**src/rtl/keypad_scan_ctrl.sv**
```systemverilog
// keypad_scan_ctrl: 4x4 keypad column scanner with per-scan debounce and valid/ready key events; define KEYPAD_REPEAT_EN for auto-repeat
module keypad_scan_ctrl #(
  parameter int SETTLE_CYC     = 4,
  parameter int DEBOUNCE_SCANS = 3,
  parameter int REPEAT_SCANS   = 64
) (
  input  logic       clk,
  input  logic       rst_n,
  input  logic [3:0] rows,
  output logic [3:0] cols,
  output logic       key_valid,
  output logic [3:0] key_code,
  input  logic       key_ready,
  output logic       key_held,
  output logic       overrun,
  input  logic       ovr_clr
);
  localparam int SW = $clog2(SETTLE_CYC);
  localparam int DW = $clog2(DEBOUNCE_SCANS + 1);
  localparam logic [63:0] MAP = {4'd13, 4'd12, 4'd11, 4'd10, 4'd15, 4'd9, 4'd6, 4'd3,
                                 4'd0, 4'd8, 4'd5, 4'd2, 4'd14, 4'd7, 4'd4, 4'd1};
  logic [3:0] rs1, rs2, act, acc_code, res_code, prev_code, held_code, evt_code;
  logic [SW-1:0] cnt;
  logic [1:0] col, hits, tot, r;
  logic [2:0] cur_n, sum;
  logic [DW-1:0] deb, deb_n;
  logic sample, scan_end, res_key, prev_key, same, stable, press, rel, rep_evt, evt;
  assign cols     = ~(4'b0001 << col);
  assign act      = ~rs2;
  assign sample   = cnt == SW'(SETTLE_CYC - 1);
  assign scan_end = sample && col == 2'd3;
  assign cur_n    = {2'b0, act[0]} + {2'b0, act[1]} + {2'b0, act[2]} + {2'b0, act[3]};
  assign sum      = {1'b0, hits} + cur_n;
  assign tot      = sum > 3'd1 ? 2'd2 : sum[1:0];
  assign r        = act[0] ? 2'd0 : act[1] ? 2'd1 : act[2] ? 2'd2 : 2'd3;
  assign res_code = cur_n != 3'd0 ? MAP[{col, r, 2'b00} +: 4] : acc_code;
  assign res_key  = tot == 2'd1;
  assign same     = res_key == prev_key && (!res_key || res_code == prev_code);
  assign deb_n    = !same ? DW'(1) : deb == DW'(DEBOUNCE_SCANS) ? deb : deb + DW'(1);
  assign stable   = scan_end && deb_n == DW'(DEBOUNCE_SCANS);
  assign press    = stable && res_key && (!key_held || held_code != res_code);
  assign rel      = stable && !res_key && key_held;
  assign evt      = press || rep_evt;
  assign evt_code = press ? res_code : held_code;
`ifdef KEYPAD_REPEAT_EN
  localparam int RW = $clog2(REPEAT_SCANS + 1);
  logic [RW-1:0] rep;
  assign rep_evt = scan_end && key_held && !press && !rel && rep == RW'(REPEAT_SCANS - 1);
  // full scans since the press or the last repeat while a key stays held
  always_ff @(posedge clk or negedge rst_n)
    if (!rst_n) rep <= '0;
    else if (scan_end) rep <= (!key_held || press || rel || rep_evt) ? '0 : rep + RW'(1);
`else
  assign rep_evt = 1'b0;
`endif
  // two-flop synchronizer for the asynchronous row lines
  always_ff @(posedge clk or negedge rst_n)
    if (!rst_n) {rs2, rs1} <= 8'hff;
    else {rs2, rs1} <= {rs1, rows};
  // settle counter and one-cold column sequencer
  always_ff @(posedge clk or negedge rst_n)
    if (!rst_n) begin
      cnt <= '0;
      col <= '0;
    end else begin
      cnt <= sample ? '0 : cnt + SW'(1);
      col <= sample ? col + 2'd1 : col;
    end
  // hit count (saturating at 2) and code gathered over columns 0-2 of the scan
  always_ff @(posedge clk or negedge rst_n)
    if (!rst_n) begin
      hits     <= '0;
      acc_code <= '0;
    end else if (sample) begin
      hits     <= scan_end ? 2'd0 : tot;
      acc_code <= scan_end ? 4'd0 : res_code;
    end
  // previous scan result, debounce count and held key, updated once per scan
  always_ff @(posedge clk or negedge rst_n)
    if (!rst_n) begin
      prev_key  <= 1'b0;
      prev_code <= '0;
      deb       <= '0;
      key_held  <= 1'b0;
      held_code <= '0;
    end else if (scan_end) begin
      prev_key  <= res_key;
      prev_code <= res_code;
      deb       <= deb_n;
      key_held  <= press | (key_held & ~rel);
      if (press) held_code <= res_code;
    end
  // single-entry event register; an event that finds it full and stalled is dropped
  always_ff @(posedge clk or negedge rst_n)
    if (!rst_n) begin
      key_valid <= 1'b0;
      key_code  <= '0;
      overrun   <= 1'b0;
    end else begin
      if (evt && (!key_valid || key_ready)) begin
        key_valid <= 1'b1;
        key_code  <= evt_code;
      end else if (key_ready) key_valid <= 1'b0;
      overrun <= (evt && key_valid && !key_ready) || (overrun && !ovr_clr);
    end
endmodule

```
**config.mk**
```make
export PLATFORM = sky130hd
export DESIGN_NAME = keypad_scan_ctrl
export DESIGN_NICKNAME = d
export VERILOG_FILES = /design/src/rtl/keypad_scan_ctrl.sv
export SDC_FILE = /design/constraint.sdc
export NUM_CORES = 1
export LEC_CHECK = 0
export ABC_AREA = 1
export BUFFER_PORTS_ARGS = -buffer_cell sky130_fd_sc_hd__buf_4
export CAP_MARGIN = 30
export CORE_MARGIN = 4
export CORE_UTILIZATION = 30
export CTS_CLUSTER_SIZE = 40
export DETAILED_ROUTE_END_ITERATION = 16
export GPL_ROUTABILITY_DRIVEN = 0
export SLEW_MARGIN = 20
export SYNTH_ARGS = -nofsm -noshare
export SYNTH_HDL_FRONTEND = slang
export SYNTH_SLANG_ARGS = --single-unit
export TNS_END_PERCENT = 50
```
**constraint.sdc**
```tcl
create_clock -name clk -period 4.75 [get_ports clk]
set_clock_uncertainty 0.15 [all_clocks]
set_input_delay 0.7125 -clock clk [delete_from_list [all_inputs] [get_ports clk]]
set_output_delay 0.7125 -clock clk [all_outputs]
set_load 0.01 [all_outputs]
```
==> flow_summary.toml, run 1 <==
[place]
port_buffers = 18
placed_area_sq_mm = 0.00210
place_hpwl_um = 2540

[critical_path]
maximum_fanout_count_along_the_critical_path = 5
r2r.worst_path.cells = 18
timing.critical_path.arrival_ns = 3.75
worst_setup_path_end_kind = "flop"
crit_type = "flop to flop"
kind_of_start_point_of_the_critical_path = "flop"
data_required_time_at_the_worst_endpoint_ns = 4.78

[die]
io-pin-count = 19
placeableCoreArea_sq_mm = 0.00599
chipWidth_um = 87.0
start_util = 0.313
number_of_rows_in_the_core_area = 28
die_h_um = 87.0
floorplan.die_area_sq_mm = 0.00757

[layout]
num_antenna_cells = 0
area_delta_synth_final_pct = 18.0
fin_area_sq_mm = 0.00221
final_net_count = 250
nFillCells = 603
layout.core_utilization = 0.369
final_layout_size_suffix_gt1_frac = 0.254

[timing]
maxClockFrequency_mhz = 268
rsz0062_at_grt = "no"
worst_pin_slew_ns = 0.458
hold_viol = 0
setup_viol = 0
setup-tns-final_ns = 0
timing.final.max_slew_violations = 0
finalCritPeriodShare = 0.785
worst_slew_margin_rel = 0.695
fin_crit_ns = 3.73

[cts]
clock_tree.root_cell = "clkbuf_8"
clock_tree.buffer_depth = 2
post_cts_resize_count = 0
cts_hold_repair.buffers = 0
clkTransAtPathRegs_ns = 0.08
cts_tree = "done"
htree_levels = 2
cts_post_setup_buffers_inserted = 0
tritoncts.num_buffers = 5
clk_lat_worst_skew_ns = 0.29
clock_sinks = 36

[flow_run]
drv_cap = 0

[synthesis]
yosys-top-cells-area = "dfrtp_1 (37%), dfstp_2 (11%), nand2_1 (9.2%)"
synth-seq-cells = 36
syn-cell-area_sq_mm = 0.00187
syn_area_per_cell_sq_um = 9.05
synth.largest_area_cell = "dfrtp_1"
postSynthCellCount = 207
syn-num-nets = 226
yosys_warnings = 0
ys_types = 27
synth_sequential_area_ratio = 0.486
netlist.area_leader.share = 0.374

[global_routing]
grt_start_max_net_pins = 37
grt_pass1_wl_um = 6000
grt_antenna_before_repair = 0
globalRouteOverflowTotal = 0
first_global_vias = 1386
total_routing_usage_gr = 0.102

[power_and_ir_drop]
fin_total_pwr_uw = 828
static-leakage-power_nw = 1.12
power_per_cell_area_mw_per_mm2 = 375
irDropWorstVdd_uv = 180

[detailed_routing]
routed-via-count = 1370
route.antenna.remaining_nets = 0
aggregate_routed_wire_length_um = 3310
routedWlPerCell_um = 10.8
first_pass_iters = 6
route.detailed.vias_per_inst = 4.46
first_iter_violations = 56
remaining_drc_errors = 0

[min_path]
hold_path_class = "input pin to asynchronous set/reset pin"

[status]
status = "completed"
[metal layers]
metal  vias to the layer above  share of wire  track usage
met1                       646           0.47        0.123
met4                         0          0.027       0.0595
met5                         -              0            0
met2                        20           0.48        0.165
met3                         5          0.031       0.0246
li1                        699              -            -
[path summary, 6_finish.rpt]
kind | start | slack (ns) | endpoint
max | rs2[0] | 1.02 | key_code[3]
min | rst_n | 0.21 | col[1]
max reg2reg | rs2[0] | 1.02 | key_code[3]
min reg2reg | rs1[3] | 0.21 | rs2[3]
max in group asynchronous | rst_n | 3.89 | rs2[3]
min in group clk | rs1[3] | 0.21 | rs2[3]
[area by class of cell]
cell class                 count  area, sq um  share of cell area
sequential                    36          911               0.412
multi-input combinational    135          827               0.374
timing repair buffer          18          135              0.0612
inverter                      35          131              0.0595
tap                           75         93.8              0.0425
clock buffer                   5         68.8              0.0311
clock inverter                 3         42.5              0.0193
[per-stage QoR]
step | cells | setup WS [ns] | hold slack (ns)
finish | 307 | 1.02 | 0.208
global route | 307 | 0.760 | 0.211
CTS | 307 | 0.992 | 0.209
detailed placement | 299 | 1.00 | 0.197
global placement | 299 | 1.10 | 0.196
floorplan | 207 | 1.25 | 0.195
[synthesized netlist by cell type (all sizes together)]
library cell and number:
nand3 18, nor2 14, nand2 58, nand3b 1
nand4 2, ha 9, o21ai 12, dfstp 8
o22ai 6, dfrtp 28, inv 34, clkinv 1
o21bai 1, xor2 5, buf 1, nor3 3
fa 2, a21oi 4
[report_power, final]
part	switching [mW]	total, mW	internal, mW
sequential	0.0260	0.375	0.349
clock	0.112	0.267	0.155
combinational	0.116	0.186	0.0696
[critical path, cell delays in order, from the launching register on]
cell     delay (ns)
dfstp_2        0.57
inv_1          0.07
fa_1           0.48
ha_1           0.20
ha_1           0.34
fa_1           0.42
xor2_1         0.17
nor2_1         0.13
nand2_1        0.13
nor2_1         0.14
nand3_2        0.09
nor2_2         0.09
nand3_2        0.10
nand2_4        0.09
nand4_4        0.11
nor2_4         0.14
nand2_2        0.09
nand2_1        0.06
nand2_1        0.05
[registers in the layout, summed over array words and instances, names as in the netlist, 2 cells and up, named ones only]
signal / flops
deb: 2
rs1: 4
held_code: 4
cnt: 2
col: 2
hits: 2
acc_code: 4
rs2: 4
prev_code: 4
key_code: 4
[cells by family (layout without fill, tap and decap cells)]
family	after synthesis	in the layout	share of synthesized area
simple gates	96	96	0.270
flops	36	36	0.486
buf+inv	36	61	0.0721
compound gates	23	23	0.0668
fa+ha+maj	11	11	0.0815
xor+xnor	5	5	0.0234
[layout by cell type, fill, tap and decap left out, drive strengths merged, types with 2 or more instances in the layout]
cell type,instances
nand4,2
o21ai,12
nand2,58
clkinv,2
o22ai,6
nor3,3
ha,9
a21oi,4
inv,34
dfrtp,28
buf,18
nand3,18
dfstp,8
xor2,5
nor2,14
fa,2
clkbuf,5
Power figures use the tool's default switching activity.
==> run 2: changes to the inputs <==
Clock period 4.75 ns to 3.4 ns, I/O delays scaled along.
==> flow_summary.toml, run 2 (synthesis results as in run 1) <==
[timing]
setup_viol = 1
hold_viol = 0
worst_slew_margin_rel = 0.680
worst_slack_ns = -0.00938
timing.final.max_slew_violations = 0
fin_crit_ns = 3.41
maxClockFrequency_mhz = 293
setup-tns-final_ns = -0.00938
finalCritPeriodShare = 1.00
worst_pin_slew_ns = 0.480
rsz0062_at_grt = "yes"

[layout]
final_cell_count_no_fill = 316
final_layout_size_suffix_gt1_frac = 0.332
most_common_cell_after_layout_fill_and_taps_aside = "nand2_1"
nFillCells = 585
num_antenna_cells = 0
layout.core_utilization = 0.388
final_net_count = 259
fin_area_sq_mm = 0.00233
area_delta_synth_final_pct = 24.2
most-common-layout-cells = "nand2_1 (44), inv_1 (29), dfrtp_1 (28)"

[detailed_routing]
first_pass_iters = 4
first_iter_violations = 56
aggregate_routed_wire_length_um = 3470
route.detailed.vias_per_inst = 4.40
routed-via-count = 1390
remaining_drc_errors = 0
route.antenna.remaining_nets = 0
routedWlPerCell_um = 11.0

[place]
placed_area_sq_mm = 0.00218
port_buffers = 18
place_hpwl_um = 2640
cell_count_after_placement = 306

[global_routing]
grt_pass1_wl_um = 6200
globalRouteOverflowTotal = 0
grt_start_max_net_pins = 37
grt_antenna_before_repair = 0
total_routing_usage_gr = 0.107
first_global_vias = 1320

[critical_path]
kind_of_start_point_of_the_critical_path = "flop"
timing.critical_path.arrival_ns = 3.44
maximum_fanout_count_along_the_critical_path = 5
critical-path-max-stage-delay_ns = 0.54
worst_path_max_delay_cell = "dfstp_2"
path_cells = "inv_2, fa_1, ha_4, ha_4, fa_2, xor2_2, nor2_4, nand2_2, nor2_2, nand3_2, nor2_2, nand3_2, nand2_4, nand4_4, nor2_4, nand2_2, nand2_1, nand2_1"
worst_setup_path_end_kind = "flop"
crit_type = "flop to flop"
timing.critical_path.max_delay_family = "adder cells"
data_required_time_at_the_worst_endpoint_ns = 3.43
worst-path-buf-inv = 1

[cts]
cts_tree = "done"
clk_lat_worst_skew_ns = 0.29
clock_tree.buffer_depth = 2
clock_tree.root_cell = "clkbuf_8"
clkTransAtPathRegs_ns = 0.07
cts_hold_repair.buffers = 0
clock_sinks = 36
tritoncts.num_buffers = 5
htree_levels = 2

[die]
chipWidth_um = 87.0
number_of_rows_in_the_core_area = 28
floorplan.die_area_sq_mm = 0.00757
placeableCoreArea_sq_mm = 0.00599
start_util = 0.313
die_h_um = 87.0
io-pin-count = 19

[power_and_ir_drop]
power_per_cell_area_mw_per_mm2 = 490
irDropWorstVdd_uv = 234
static-leakage-power_nw = 1.15

[flow_run]
drv_cap = 0

[status]
violations_in_the_final_reports = "setup timing"
status = "complete, but fails checks"

[min_path]
hold_path_class = "input pin to asynchronous set/reset pin"
[run 2: cell count changes in the layout (fill, tap and decap cells not counted), moves of 2 or more]
cell     delta
nand2_1     -2
nor2_1      -2
ha_4        +3
inv_1       -2
buf_4       +9
ha_1        -3
inv_2       +3
[run 2: layout make-up]
| class | count | area [sq um] | share of cell area |
|---|---|---|---|
| clock buffers | 6 | 82.6 | 0.0355 |
| clock inverters | 2 | 10.0 | 0.00430 |
| inverters | 35 | 131 | 0.0565 |
| multi-input cells | 135 | 895 | 0.385 |
| flip-flops and latches | 36 | 911 | 0.392 |
| well taps | 75 | 93.8 | 0.0403 |
| repair buffers | 27 | 203 | 0.0871 |
[run 2: final timing paths]
kind,from,to,slack [ns],depth (start not counted)
max in group asynchronous,rst_n,rs1[3],2.75,1
setup / recovery,rs2[0],key_code[3],-0.009,18
min in group clk,rows[3],rs1[3],0.17,1
hold reg to reg,rs1[3],rs2[3],0.21,0
hold / removal,rst_n,col[0],0.02,1
setup reg to reg,rs2[0],key_code[3],-0.009,18
[run 2: repair_timing]
| item | 4_1_cts | 5_1_grt |
|---|---|---|
| setup endpoints to repair | 7 | 10 |
| pin swaps | 5 | 3 |
| gates resized for setup | 2 | 9 |
| buffers inserted | 0 | 2 |
[run 2: routing by layer]
| layer | GRT usage | wire, um | up-vias |
|---|---|---|---|
| li1 | - | - | 720 |
| met1 | 0.144 | 1720 | 649 |
| met2 | 0.158 | 1590 | 14 |
| met3 | 0.0255 | 64 | 7 |
| met4 | 0.0595 | 97 | 0 |
| met5 | 0 | 0 | - |
[run 2: per-stage QoR]
stage | setup WS [ns] | power, mW | hold WS [ns]
4_1_cts | 0.0137 | 1.15 | 0.0287
6_report | -0.00938 | 1.14 | 0.0181
5_1_grt | -0.192 | 1.22 | 0.0445
2_1_floorplan | 0.00227 | 0.719 | 0.0644
3_5_place_dp | -0.0581 | 0.828 | 0.197
3_3_place_gp | -0.0189 | 0.823 | 0.196
[run 2: power by group]
part | switching, mW | internal, mW | total [mW]
registers | 0.0351 | 0.488 | 0.523
logic | 0.177 | 0.130 | 0.307
clock network | 0.147 | 0.161 | 0.309
total | 0.360 | 0.779 | 1.14
==> run 3: changes to the inputs <==
Settings changed: CORE_UTILIZATION 30 to 48, PLACE_DENSITY set to 0.7.
==> flow_summary.toml, run 3 (synthesis results as in run 1) <==
[power_and_ir_drop]
irDropWorstVdd_uv = 319
power.internal_uw = 783
power.share.sequential = 0.457
proportion_of_total_power_due_to_net_switching = 0.317
static-leakage-power_nw = 1.15
power.switching_uw = 363
fin_total_pwr_mw = 1.15
power.combinational.fraction = 0.266
power_per_cell_area_mw_per_mm2 = 501
p_clk_frac = 0.277

[status]
status = "complete, but fails checks"
violations_in_the_final_reports = "setup timing"

[cts]
clkTransAtPathRegs_ns = 0.07
cts_hold_repair.buffers = 0
clock_tree.buffer_depth = 2
htree_levels = 2
clk_lat_worst_skew_ns = 0.29
clock_tree.root_cell = "clkbuf_8"
clock_sinks = 36
cts_tree = "done"
tritoncts.num_buffers = 5

[timing]
maxClockFrequency_mhz = 294
rsz0062_at_grt = "yes"
fin_crit_ns = 3.41
worst_slew_margin_rel = 0.699
holdWs_ns = 0.0169
timing.final.max_slew_violations = 0
hold_viol = 0
setup_viol = 1
setup-tns-final_ns = -0.00603
worst_pin_slew_ns = 0.451
worst_slack_ns = -0.00603
finalCritPeriodShare = 1.00

[detailed_routing]
first_pass_iters = 4
aggregate_routed_wire_length_um = 3520
remaining_drc_errors = 0
routed-via-count = 1441
route.antenna.remaining_nets = 0
routedWlPerCell_um = 12.1
route.detailed.vias_per_inst = 4.95
first_iter_violations = 106

[die]
start_util = 0.504
number_of_rows_in_the_core_area = 22
floorplan.die_area_sq_mm = 0.00497
placeableCoreArea_sq_mm = 0.00372
io-pin-count = 19
die_h_um = 70.5
chipWidth_um = 70.5

[global_routing]
total_routing_usage_gr = 0.163
globalRouteOverflowTotal = 0
grt_antenna_before_repair = 0
grt_pass1_wl_um = 6430
grt_start_max_net_pins = 37
first_global_vias = 1410

[place]
placed_area_sq_mm = 0.00215
port_buffers = 18
place_hpwl_um = 2550
dpl_worst_slack_ns = -0.0719
cell_count_after_placement = 279

[critical_path]
timing.critical_path.arrival_ns = 3.44
maximum_fanout_count_along_the_critical_path = 5
crit_type = "flop to flop"
cp-startpoint = "rs2[3]"
r2r_slack_ns = -0.006
worst_setup_path_end_kind = "flop"
r2r_start = "rs2[3]"
reg2reg_end = "key_code[3]"
data_required_time_at_the_worst_endpoint_ns = 3.44
r2r.worst_path.cells = 18
kind_of_start_point_of_the_critical_path = "flop"

[layout]
layout.core_utilization = 0.616
most-common-layout-cells = "nand2_1 (45), inv_1 (29), buf_4 (29)"
final_net_count = 261
seqCellArea_sq_um = 911
num_antenna_cells = 0
final_cell_count_no_fill = 291
multi_input_area_sq_um = 875
final_layout_size_suffix_gt1_frac = 0.313
area_delta_synth_final_pct = 22.2
most_common_cell_after_layout_fill_and_taps_aside = "nand2_1"
nFillCells = 328
fin_area_sq_mm = 0.00229

[min_path]
hold_path_class = "input pin to asynchronous set/reset pin"

[flow_run]
drv_cap = 0
-- run 3: final cells by class --
class	instances	area share
inverter	35	0.0574
sequential	36	0.398
timing repair buffer	29	0.0951
multi-input combinational	135	0.382
clock buffer	7	0.0377
tap	48	0.0262
clock inverter	1	0.00328
-- run 3: worst max path at each step --
stage,endpoint,depth (start not counted),slack (ns)
3_5_place_dp,key_code[0],18,-0.07
5_1_grt,key_code[3],18,-0.22
2_1_floorplan,key_code[1],18,0.002
4_1_cts,key_code[3],18,-0.02
6_report,key_code[3],18,-0.006
3_3_place_gp,key_code[1],18,0.0003
-- run 3: repair_timing --
action                     CTS  global route
setup endpoints to repair    8             9
hold endpoints to repair     0             0
gates resized for setup      4             1
pin swaps                    8             1
gates cloned                 0             0
setup buffers                2             2
-- run 3: metal layers --
layer	vias up	share of wire	track usage	wire, um
li1	724	-	-	-
met1	677	0.50	0.233	1750
met2	32	0.43	0.236	1510
met3	8	0.051	0.0360	178
met4	0	0.021	0.0702	73
met5	-	0	0	0
-- run 3: critical path: stages, from the launching register on --
cell and delay [ns]:
dfstp_2 0.53, inv_2 0.03, fa_1 0.56, ha_4 0.15
ha_4 0.20, fa_2 0.35, xor2_1 0.17, nor2_1 0.13
nand2_1 0.09, nor2_1 0.11, nand3_2 0.08, nor2_2 0.09
nand3_2 0.10, nand2_4 0.10, nand4_4 0.11, nor2_4 0.15
nand2_2 0.08, nand2_1 0.07, nand2_1 0.05
-- run 3: power groups by stage --
stage / Clock [mW] / Sequential [mW] / Combinational (mW)
floorplan: 0 / 0.531 / 0.188
global placement: 0 / 0.530 / 0.284
detailed placement: 0 / 0.529 / 0.290
CTS: 0.328 / 0.523 / 0.295
global route: 0.348 / 0.530 / 0.344
finish: 0.317 / 0.524 / 0.305
